File: src/rtl/mem_arbiter_if.sv
// mem_arbiter_if: core-side request/response and RAM-side strobe signals of the arbiter
interface mem_arbiter_if #(
    parameter int ADDR_W = 32,
    parameter int DATA_W = 32
);
    logic              iREN;
    logic [ADDR_W-1:0] iaddr;
    logic              iwait;
    logic [DATA_W-1:0] iload;
    logic              dREN;
    logic              dWEN;
    logic [ADDR_W-1:0] daddr;
    logic [DATA_W-1:0] dstore;
    logic              dwait;
    logic [DATA_W-1:0] dload;
    logic              ramREN;
    logic              ramWEN;
    logic [ADDR_W-1:0] ramaddr;
    logic [DATA_W-1:0] ramstore;
    logic [DATA_W-1:0] ramload;
    logic              ramready;

    modport slave (
        input  iREN, iaddr, dREN, dWEN, daddr, dstore, ramload, ramready,
        output iwait, iload, dwait, dload, ramREN, ramWEN, ramaddr, ramstore
    );

    modport master (
        output iREN, iaddr, dREN, dWEN, daddr, dstore, ramload, ramready,
        input  iwait, iload, dwait, dload, ramREN, ramWEN, ramaddr, ramstore
    );
endinterface

File: src/rtl/mem_arbiter.sv
// mem_arbiter: data-priority fetch/data arbiter onto a single-ported RAM with bounded fetch starvation
module mem_arbiter #(
    parameter int ADDR_W     = 32,
    parameter int DATA_W     = 32,
    parameter int STARVE_MAX = 4
) (
    input  logic         CLK,
    input  logic         RST,
    mem_arbiter_if.slave bus
);
    localparam int starve_w = $clog2(STARVE_MAX + 1);
    localparam logic [starve_w-1:0] starve_top = starve_w'(STARVE_MAX);

    typedef enum logic [1:0] {IDLE, DGNT, IGNT} state_t;

    state_t              state, state_nx;
    logic [starve_w-1:0] starve;
    logic                op_wr;
    logic [ADDR_W-1:0]   addr_q;
    logic [DATA_W-1:0]   data_q;
    logic                dreq;
    logic                starved;
    logic                busy;

    assign dreq    = bus.dREN | bus.dWEN;
    assign starved = bus.iREN & (starve == starve_top);
    assign busy    = state != IDLE;

    // data wins in IDLE unless the fetch has waited out its starvation budget; grants end on ramready
    always_comb begin
        state_nx = state;
        if (state == IDLE) state_nx = (dreq & ~starved) ? DGNT : bus.iREN ? IGNT : IDLE;
        else if (bus.ramready) state_nx = IDLE;
    end

    // state register
    always_ff @(posedge CLK) begin
        if (RST) state <= IDLE;
        else state <= state_nx;
    end

    // capture the winner's operation, address and store data so later request changes are ignored
    always_ff @(posedge CLK) begin
        if (RST) begin
            op_wr  <= 1'b0;
            addr_q <= '0;
            data_q <= '0;
        end else if (state == IDLE && state_nx == DGNT) begin
            op_wr  <= bus.dWEN;
            addr_q <= bus.daddr;
            data_q <= bus.dstore;
        end else if (state == IDLE && state_nx == IGNT) begin
            op_wr  <= 1'b0;
            addr_q <= bus.iaddr;
            data_q <= '0;
        end
    end

    // count data completions that overtook a waiting fetch; reset once the fetch is served or withdrawn
    always_ff @(posedge CLK) begin
        if (RST || !bus.iREN || (state == IGNT && bus.ramready)) starve <= '0;
        else if (state == DGNT && bus.ramready && starve != starve_top) starve <= starve + starve_w'(1);
    end

    assign bus.ramREN   = busy & ~op_wr;
    assign bus.ramWEN   = busy & op_wr;
    assign bus.ramaddr  = addr_q;
    assign bus.ramstore = data_q;
    assign bus.iwait    = bus.iREN & ~(state == IGNT & bus.ramready);
    assign bus.dwait    = dreq & ~(state == DGNT & bus.ramready);
    assign bus.iload    = bus.ramload;
    assign bus.dload    = bus.ramload;
endmodule

File: src/flat_wrapper.sv
// flat-port wrapper written by rule: the top's interface ports become plain ports
module mem_arbiter_flat 
#(
    parameter int ADDR_W     = 32,
    parameter int DATA_W     = 32,
    parameter int STARVE_MAX = 4
)
  (CLK, RST, bus_iREN, bus_iaddr, bus_dREN, bus_dWEN, bus_daddr, bus_dstore, bus_ramload, bus_ramready, bus_iwait, bus_iload, bus_dwait, bus_dload, bus_ramREN, bus_ramWEN, bus_ramaddr, bus_ramstore);
  mem_arbiter_if #(.ADDR_W(ADDR_W), .DATA_W(DATA_W)) bus_i ();
  input  logic CLK;
  input  logic RST;
  input wire logic [$bits(bus_i.iREN)-1:0] bus_iREN;
  input wire logic [$bits(bus_i.iaddr)-1:0] bus_iaddr;
  input wire logic [$bits(bus_i.dREN)-1:0] bus_dREN;
  input wire logic [$bits(bus_i.dWEN)-1:0] bus_dWEN;
  input wire logic [$bits(bus_i.daddr)-1:0] bus_daddr;
  input wire logic [$bits(bus_i.dstore)-1:0] bus_dstore;
  input wire logic [$bits(bus_i.ramload)-1:0] bus_ramload;
  input wire logic [$bits(bus_i.ramready)-1:0] bus_ramready;
  output wire logic [$bits(bus_i.iwait)-1:0] bus_iwait;
  output wire logic [$bits(bus_i.iload)-1:0] bus_iload;
  output wire logic [$bits(bus_i.dwait)-1:0] bus_dwait;
  output wire logic [$bits(bus_i.dload)-1:0] bus_dload;
  output wire logic [$bits(bus_i.ramREN)-1:0] bus_ramREN;
  output wire logic [$bits(bus_i.ramWEN)-1:0] bus_ramWEN;
  output wire logic [$bits(bus_i.ramaddr)-1:0] bus_ramaddr;
  output wire logic [$bits(bus_i.ramstore)-1:0] bus_ramstore;
  assign bus_i.iREN = bus_iREN;
  assign bus_i.iaddr = bus_iaddr;
  assign bus_i.dREN = bus_dREN;
  assign bus_i.dWEN = bus_dWEN;
  assign bus_i.daddr = bus_daddr;
  assign bus_i.dstore = bus_dstore;
  assign bus_i.ramload = bus_ramload;
  assign bus_i.ramready = bus_ramready;
  assign bus_iwait = bus_i.iwait;
  assign bus_iload = bus_i.iload;
  assign bus_dwait = bus_i.dwait;
  assign bus_dload = bus_i.dload;
  assign bus_ramREN = bus_i.ramREN;
  assign bus_ramWEN = bus_i.ramWEN;
  assign bus_ramaddr = bus_i.ramaddr;
  assign bus_ramstore = bus_i.ramstore;
  mem_arbiter #(.ADDR_W(ADDR_W), .DATA_W(DATA_W), .STARVE_MAX(STARVE_MAX)) u_core (.CLK(CLK), .RST(RST), .bus(bus_i));
endmodule
File: config.mk
export PLATFORM = sky130hd
export DESIGN_NAME = mem_arbiter_flat
export DESIGN_NICKNAME = d
export VERILOG_FILES = /design/src/rtl/mem_arbiter_if.sv /design/src/rtl/mem_arbiter.sv /design/src/flat_wrapper.sv
export SDC_FILE = /design/constraint.sdc
export NUM_CORES = 1
export LEC_CHECK = 0
export ABC_AREA = 1
export CAP_MARGIN = 20
export CORE_MARGIN = 1
export CORE_UTILIZATION = 30
export DETAILED_ROUTE_END_ITERATION = 6
export DONT_BUFFER_PORTS = 1
export MAX_ROUTING_LAYER = met4
export SLEW_MARGIN = 20
export SYNTH_ARGS = -nofsm -noshare
export SYNTH_HDL_FRONTEND = slang
export SYNTH_SLANG_ARGS = --single-unit
File: constraint.sdc
create_clock -name CLK -period 1.7 [get_ports CLK]
set_clock_uncertainty 0.1 [all_clocks]
set_input_delay 0.17 -clock CLK [delete_from_list [all_inputs] [get_ports CLK]]
set_output_delay 0.17 -clock CLK [all_outputs]
set_load 0.01 [all_outputs]
Word-level counts from Yosys, hierarchy flattened
Cells that the tools add are included.
{"block": "word_totals", "output_inout_bits": 132, "inputBits": 134, "latch_bits": 0, "mem_bits_rw": 0, "reg_bits": 70, "wordCells": 46, "rom_bits": 0, "mem_count": 0}
{"block": "op_classes", "n_reduce_logical": 11, "div_mod_pow": 0, "n_mul": 0, "n_lt_le_gt_ge": 0, "n_mux": 10, "n_addsub": 1, "n_bitwise": 13, "n_shift": 0, "n_eq_ne": 6}
{"operator": "two-way mux 32 bit", "count": 4}
{"operator": "AND 1 bit", "count": 8}
{"operator": "two-way mux 2 bit", "count": 4}
{"operator": "logical AND 1 bit", "count": 5}
{"operator": "equality test 2 x 1 -> 1 bit, second input constant", "count": 2}
{"operator": "equality test 2 bit, second input constant", "count": 2}
{"operator": "NOT 1 bit", "count": 4}
{"operator": "nonzero test 2 bit", "count": 2}
{"operator": "adder 3 x 1 -> 3 bit, second input constant", "count": 1}
{"operator": "equality test 3 bit, second input constant", "count": 1}
{"operator": "inequality test 3 bit, second input constant", "count": 1}
{"operator": "logical NOT 2 bit", "count": 1}
{"operator": "logical OR 1 bit", "count": 2}
{"operator": "two-way mux 1 bit", "count": 2}
{"operator": "logical NOT 1 bit", "count": 1}
{"operator": "OR 1 bit", "count": 1}

Longest topological paths before layout
Gate-level depths: netlist (run 1).
{"block": "depth", "word_depth": 10, "ltp_mapped": 9, "depth_no_buf": 8}

Least setup slack after synthesis (run 1)
OpenSTA, ideal clock, no wires.
{"block": "synth_path", "path_type": "register -> register", "start": "register u_core.starve[0]", "end": "register u_core.data_q[23], in the netlist u_core.bus.ramstore[23]", "arrival_ps": 1268, "setup_slack_ps": 262, "stages_incl_launch_ff": 9, "setup_ps": 70, "period_less_slack_ps": 1438, "cell_sequence": "dfxtp_1 > inv_1 > ha_1 > nand3_2 > nand2_2 > nor2_4 > buf_4 > nand2_1 > a21oi_1"}
{"block": "synth_between", "elab_chain_len": 9, "elab_cells_between_ends": 12}
{"element": "start, declared", "line": "mem_arbiter.sv:17", "source": "logic [starve_w-1:0] starve;"}
{"element": "start signal, assigned", "line": "mem_arbiter.sv:62", "source": "else if (state == DGNT && bus.ramready && starve != starve_top) starve <= starve + starve_w'(1);"}
{"element": "equality test 3 bit (*)", "line": "mem_arbiter.sv:26", "source": "assign starved = bus.iREN & (starve == starve_top);"}
{"element": "AND 1 bit (*)", "line": "mem_arbiter.sv:26"}
{"element": "NOT 1 bit (*)", "line": "mem_arbiter.sv:32", "source": "if (state == IDLE) state_nx = (dreq & ~starved) ? DGNT : bus.iREN ? IGNT : IDLE;"}
{"element": "AND 1 bit (*)", "line": "mem_arbiter.sv:32"}
{"element": "two-way mux 2 bit (*) (2 in a row)", "line": "mem_arbiter.sv:32"}
{"element": "equality test 2 x 1 -> 1 bit or equality test 2 bit (tied branches)", "line": "mem_arbiter.sv:48, mem_arbiter.sv:52"}
{"element": "logical AND 1 bit (on tied branches)", "line": "mem_arbiter.sv:48, mem_arbiter.sv:52"}
{"element": "two-way mux 32 bit or nonzero test 2 bit (tied branches)"}
{"element": "end signal, assigned", "line": "mem_arbiter.sv:51", "source": "data_q <= bus.dstore;"}
{"element": "end, declared", "line": "mem_arbiter.sv:20", "source": "logic [DATA_W-1:0] data_q;"}
Every way passes the cells marked *; elsewhere a longest branch is shown, timed or not.
A chain may end at the register's enable or synchronous reset.

Final worst setup path (run 1)
{"block": "layout_path", "start": "register u_core.starve[0]", "end": "register u_core.data_q[19], in the netlist u_core.bus.ramstore[19]"}
The elaborated chain is that of the path after synthesis.

==> results of run 1 <==
[registers in the layout, indices dropped and copies added (netlist names)]
register,count
u_core.bus.ramaddr,32
u_core.bus.ramstore,32
u_core.starve,3
u_core.state,2
u_core.op_wr,1
[power breakdown]
| part | internal [mW] | leakage [nW] | total [mW] | switching, mW |
|---|---|---|---|---|
| logic | 0.363 | 1.29 | 0.784 | 0.420 |
| registers | 1.77 | 0.577 | 1.93 | 0.158 |
| clock network | 1.33 | 0.160 | 2.04 | 0.714 |
| total | 3.46 | 2.03 | 4.76 | 1.29 |
[worst max path at each step]
| stage | from | endpoint | depth (start not counted) |
|---|---|---|---|
| 2_1_floorplan | u_core.starve[0] | u_core.bus.ramstore[23] | 8 |
| 3_3_place_gp | u_core.starve[0] | u_core.bus.ramaddr[12] | 9 |
| 3_5_place_dp | u_core.starve[0] | u_core.bus.ramaddr[25] | 9 |
| 4_1_cts | u_core.starve[0] | u_core.bus.ramaddr[25] | 9 |
| 5_1_grt | u_core.starve[0] | u_core.bus.ramstore[19] | 9 |
| 6_report | u_core.starve[0] | u_core.bus.ramstore[19] | 9 |
[final cells by class]
| class | count | area, µm² |
|---|---|---|
| clock buffer | 11 | 243 |
| clock inverter | 5 | 82.6 |
| fill | 1158 | 7080 |
| inverter | 43 | 161 |
| multi-input combinational | 293 | 1400 |
| sequential | 70 | 1400 |
| tap | 143 | 179 |
| timing repair buffer | 97 | 1020 |
[per-layer routing]
metal | wire [µm] | up-vias | track usage (%)
met2 | 5600 | 176 | 30.6
met3 | 846 | 51 | 5.01
met4 | 537 | 0 | 13.0
li1 | - | 1583 | -
met5 | 0 | - | -
met1 | 4310 | 1582 | 18.3
[cell families after synthesis]
| kind of cell | count (synthesis) | synth area share (%) |
|---|---|---|
| and+or+nand+nor | 250 | 31.4 |
| buffers and inverters | 139 | 23.3 |
| DFF | 70 | 38.7 |
| AOI/OAI and AO/OA | 40 | 5.70 |
| adders and majority gates | 2 | 0.691 |
| xor gates and xnor gates | 1 | 0.242 |
[tightest hold or removal path, cell delays in order]
cell and delay [ps]:
nand4_1 70, nand3_1 70, nand2_1 50, inv_1 30
[per-stage QoR]
stage	instance area, µm²	util [%]	power (mW)
finish	4490	38.8	4.76
CTS	4400	38.1	4.74
global placement	3280	28.3	2.50
floorplan	3620	-	2.54
detailed placement	3280	28.3	2.52
global route	4490	38.8	4.96
[cells in the final DEF (no fill, tap or decap), types with 2 or more instances in the layout]
| cell type | Yosys | final |
|---|---|---|
| nand2_1 | 139 | 139 |
| dlygate4sd3_1 | 0 | 78 |
| dfxtp_1 | 70 | 69 |
| nand3_1 | 68 | 68 |
| inv_1 | 41 | 41 |
| a21oi_1 | 38 | 36 |
| nand4_1 | 32 | 32 |
| clkbuf_16 | 0 | 11 |
| buf_4 | 74 | 11 |
| buf_12 | 0 | 5 |
| nor2_1 | 3 | 3 |
| nor2_4 | 2 | 2 |
| nand2_2 | 3 | 2 |
| a21oi_2 | 0 | 2 |
| ha_1 | 2 | 2 |
| clkinv_4 | 0 | 2 |
| bufinv_16 | 0 | 2 |
[repair_timing]
item                                    CTS  global route
buffers inserted                          0             1
gates resized for setup                   0             5
hold buffers                             79             0
endpoints found under the setup margin    0            14
hold endpoints to repair                 66             0
==> metrics.md, run 1 <==
| Metric | Value |
|---|---|
| Outcome | complete, but fails checks |
| Failing checks | design-rule violations |
| Register area share after synthesis | 38.7% |
| Top_reg_cell synth | dfxtp_1 |
| Worst hold slack | 10.6 ps |
| Crit path top cell by count | buf_12 |
| CTS clk-pin slew, worst paths | 60 ps |
| Std-Cell Rows | 39 |
| PnR worst setup slack | 66.5 ps |
| Crit path required time | 1860 ps |
| Drt wl/cell | 17.1 µm |
| Buf/Inv on CP | 3 |
| Nets@finish | 650 |
| Leakage | 2.03 nW |
| Post-synth top cells | nand2_1, buf_4, dfxtp_1 |
| # setup viols final | 0 |
| Syn Inst Count | 502 |
| Reg-to-reg endpoint | u_core.bus.ramstore[19] |
| Hold crit path type | in -> reg |
| Hold Path Depth | 4 |
| Worst r2r src | u_core.starve[0] |
| H-tree depth | 3 |
| Final hold vios | 0 |
| Vias in the first global route | 3506 |
| Initial core utilization | 31.3% |
| Via count | 3392 |
| CTS Root Cell | clkbuf_16 |
| R2r worst-path depth | 9 |
| Place WS | 125 ps |
| Full die area | 12500 µm² |
| VDD IR max | 0.547 mV |
| Gr usage total | 18.2% |
| Final non-filler cell total | 662 |
| Largest net degree at the start of global routing | 40 |
| Mapped Nets | 638 |
| # DRC | 22 |
| Synth cell types | 22 |
| PortBufs | 0 |
| Min-delay src | bus_daddr[26] |
| CP cell instances | inv_1, ha_1, nand3_2, nand2_4, nor2_4, buf_12, buf_12, nand2_1, a21oi_2 |
| Layout cells sized above 1 | 8.86% |
| Synthesized area | 3620 µm² |
| Unrepaired setup endpoints after global routing | false |
| DRT Pass-1 Iters | 7 |
| Sink Count | 70 |
| WP data arrival | 1800 ps |
| Fin crit period | 1630 ps |
| Clock Latency Late Sink | 330 ps |
| Relative slew slack | 76.2% |
| Top-count cell post-synth | nand2_1 |
| Crit-path max FO | 7 |
| WHS Endpoint | u_core.bus.ramaddr[26] |
| Yosys top cell area share | 38.7% |
| CP peak stage delay | 340 ps |
| Yosys Warn Count | 0 |
| Syn-to-layout area delta | 24.0% |
| Post-synth EDFFs | 0 |
| Vias/cell | 5.12 |
| Ports | 266 |
| Crit path kind | reg -> reg |
| Seq cells post-synth | 70 |
| Setup TNS | 0 ps |
| Chip height | 112 µm |
| Pwr/cell area | 1060 nW/µm² |
| Mean Syn Cell Area | 7.21 µm² |
| Max_cap viols | 0 |
| DR iter-0 viols | 185 |
| Synth area leader | dfxtp_1 |
| Ant. Diodes | 0 |
| Cell count after placement | 564 |
| CP startpoint kind | register |
| Flop2flop setup slack | 70 ps |
| Total gr overflow | 0 |
| CTS tree | built |
| Main area contributors after synthesis | dfxtp_1, buf_4, nand2_1 |
| DP HPWL | 6790 µm |
| Worst path slowest cell | dfxtp_2 |
| Max-slew violations | 0 |
| Drt total wl | 11300 µm |
| Ys async rst share | 0% |
| Maximum clock frequency | 612 MHz |
| CTS Buffer Depth | 2 |
| Die X | 112 µm |
| First-pass GRT wire length | 17100 µm |
| Post-DRT Antenna Nets | 0 |
| CP top delay family | simple AND/OR/NAND/NOR gates |
| Total CTS buffers | 9 |
| Worst Max-Slew Pin Slew | 356 ps |
| Crit. End Element | register |
| Initial antenna violation count | 0 |
| Crit share post-route | 96.1% |
| GPL Wtd Cong | 0.733 |
| Core Area | 11600 µm² |
(Power assumes the default switching activity.)
==> inputs of run 2 (changes only) <==
RECOVER_POWER = 25   (was not set)
==> results of run 2 <==
No change in the layout: final DEF, timing and power equal those of run 1.
==> inputs of run 3 (changes only) <==
CORE_AREA = 2 2 102 104   (was not set)
CORE_MARGIN = not set   (was 1)
CORE_UTILIZATION = not set   (was 30)
DIE_AREA = 0 0 104 106   (was not set)
==> metrics.md, run 3 (synthesis results as in run 1) <==
| Metric | Value |
|---|---|
| Worst r2r src | u_core.starve[1] |
| Worst hold slack | 26.8 ps |
| Final hold vios | 0 |
| Final instance area | 4520 µm² |
| First-pass GRT wire length | 16800 µm |
| Post-DP Area | 3260 µm² |
| Crit path required time | 1870 ps |
| GPL Wtd Cong | 0.790 |
| Full die area | 11000 µm² |
| Gr usage total | 19.5% |
| Most common cell after layout, fill and taps aside | nand2_1 |
| Total gr overflow | 0 |
| Most frequent cells in the layout | nand2_1, dlygate4sd3_1, nand3_1, dfxtp_1, inv_1 |
| Flop2flop setup slack | 90 ps |
| Crit. End Element | register |
| # setup viols final | 0 |
| Overall Power | 4.11 mW |
| Crit path kind | reg -> reg |
| DP HPWL | 6300 µm |
| Clock Latency Late Sink | 340 ps |
| Die X | 104 µm |
| Total CTS buffers | 9 |
| Min-delay src | bus_daddr[4] |
| Sink Count | 70 |
| Largest net degree at the start of global routing | 43 |
| Syn-to-layout area delta | 24.9% |
| Clock power frac | 33.5% |
| Ports | 266 |
| Relative slew slack | 75.5% |
| Vias in the first global route | 3497 |
| WHS Endpoint | u_core.bus.ramaddr[4] |
| CTS Buffer Depth | 2 |
| P_sw | 1.27 mW |
| Post-DRT Antenna Nets | 0 |
| PnR worst setup slack | 92.9 ps |
| CTS clk-pin slew, worst paths | 80 ps |
| Std-Cell Rows | 37 |
| Layout cells sized above 1 | 8.60% |
| R2r worst-path depth | 8 |
| H-tree depth | 3 |
| VDD IR max | 0.478 mV |
| Crit-path max FO | 9 |
| Hold Path Depth | 4 |
| Cell count after placement | 556 |
| Max-slew violations | 0 |
| Vias/cell | 5.03 |
| Maximum clock frequency | 622 MHz |
| CTS Root Cell | clkbuf_8 |
| Pwr/cell area | 911 nW/µm² |
| PortBufs | 0 |
| Max_cap viols | 0 |
| Via count | 3377 |
| Crit share post-route | 94.5% |
| WP data arrival | 1770 ps |
| Final non-filler cell total | 671 |
| Seq pwr share | 46.9% |
| Switching part of the total | 30.8% |
| Place WS | 96.3 ps |
| Initial antenna violation count | 0 |
| Hold crit path type | in -> reg |
| Post-CTS Setup Inserts | 0 |
| # DRC | 0 |
| Drt wl/cell | 16.7 µm |
| CP startpoint kind | register |
| Fin crit period | 1610 ps |
| Initial core utilization | 36.2% |
| Chip height | 106 µm |
| Drt total wl | 11200 µm |
| Leakage | 2.03 nW |
| Worst Max-Slew Pin Slew | 367 ps |
| Part of the power in combinational logic | 19.6% |
| CTS tree | built |
| Nets@finish | 666 |
| Outcome | finished clean |
| DRT Pass-1 Iters | 7 |
| FILL cells | 983 |
| Core Area | 10000 µm² |
| Reg-to-reg endpoint | u_core.bus.ramstore[2] |
| P_int | 2.85 mW |
| DR iter-0 viols | 259 |
| Ant. Diodes | 0 |
-- run 3: changes by cell type in the layout (fill, tap and decap cells not counted), moves of 2 or more --
cell and change:
a21oi_1 +2, a21oi_2 -2, clkbuf_16 -9, clkbuf_8 +8
clkinv_4 -2, clkinvlp_4 +3, dlygate4sd3_1 +17, inv_6 +3
-- run 3: power groups by stage --
stage / logic (mW) / clock network [mW] / registers [mW]
floorplan: 0.612 / 0 / 1.93
global placement: 0.528 / 0 / 1.97
detailed placement: 0.546 / 0 / 1.97
CTS: 0.742 / 1.43 / 1.93
global route: 0.888 / 1.51 / 1.94
finish: 0.807 / 1.38 / 1.93
-- run 3: how the worst max path moves through the flow --
stage / startpoint / to / slack, ps / depth (start not counted)
3_5_place_dp: u_core.starve[0] / u_core.bus.ramaddr[4] / 100 / 9
5_1_grt: u_core.starve[0] / u_core.bus.ramstore[9] / -2 / 8
6_report: u_core.starve[1] / u_core.bus.ramstore[2] / 90 / 8
4_1_cts: u_core.starve[0] / u_core.bus.ramaddr[4] / 50 / 9
2_1_floorplan: u_core.starve[0] / u_core.bus.ramstore[23] / 260 / 8
3_3_place_gp: u_core.starve[0] / u_core.bus.ramaddr[24] / 180 / 9
-- run 3: cell type report --
cell class	instances	area, µm²	area share, %
Clock buffer	9	124	2.74
Clock inverter	7	78.8	1.74
Inverter	43	161	3.57
Multi-Input combinational cell	293	1400	31.0
Sequential cell	70	1400	31.1
Tap cell	136	170	3.77
Timing Repair Buffer	113	1180	26.2
-- run 3: metal layers --
layer / vias to the layer above / wire (µm) / global-route usage (%)
li1: 1608 / - / -
met1: 1521 / 4200 / 19.7
met2: 184 / 5680 / 33.2
met3: 64 / 725 / 5.70
met4: 0 / 573 / 12.6
met5: - / 0 / -
-- run 3: repair_timing --
item / 4_1_cts / 5_1_grt
setup endpoints to repair: 0 / 29
hold endpoints to repair: 67 / 0
hold buffers: 96 / 0
gates resized for setup: 0 / 7
-- run 3: critical path: stages (launching register included) --
cell and delay (ps):
dfxtp_2 350, inv_1 50, ha_2 200, nand3_4 100, nand2_4 80, nor2_4 260, buf_12 170, nand2_1 70
a21oi_1 140
-- run 3: through the flow --
stage / TNS (ps) / util, %
finish: 0 / 45.2
global route: -3.43 / 45.2
global placement: 0 / 32.6
CTS: 0 / 44.3
floorplan: 0 / -
detailed placement: 0 / 32.6
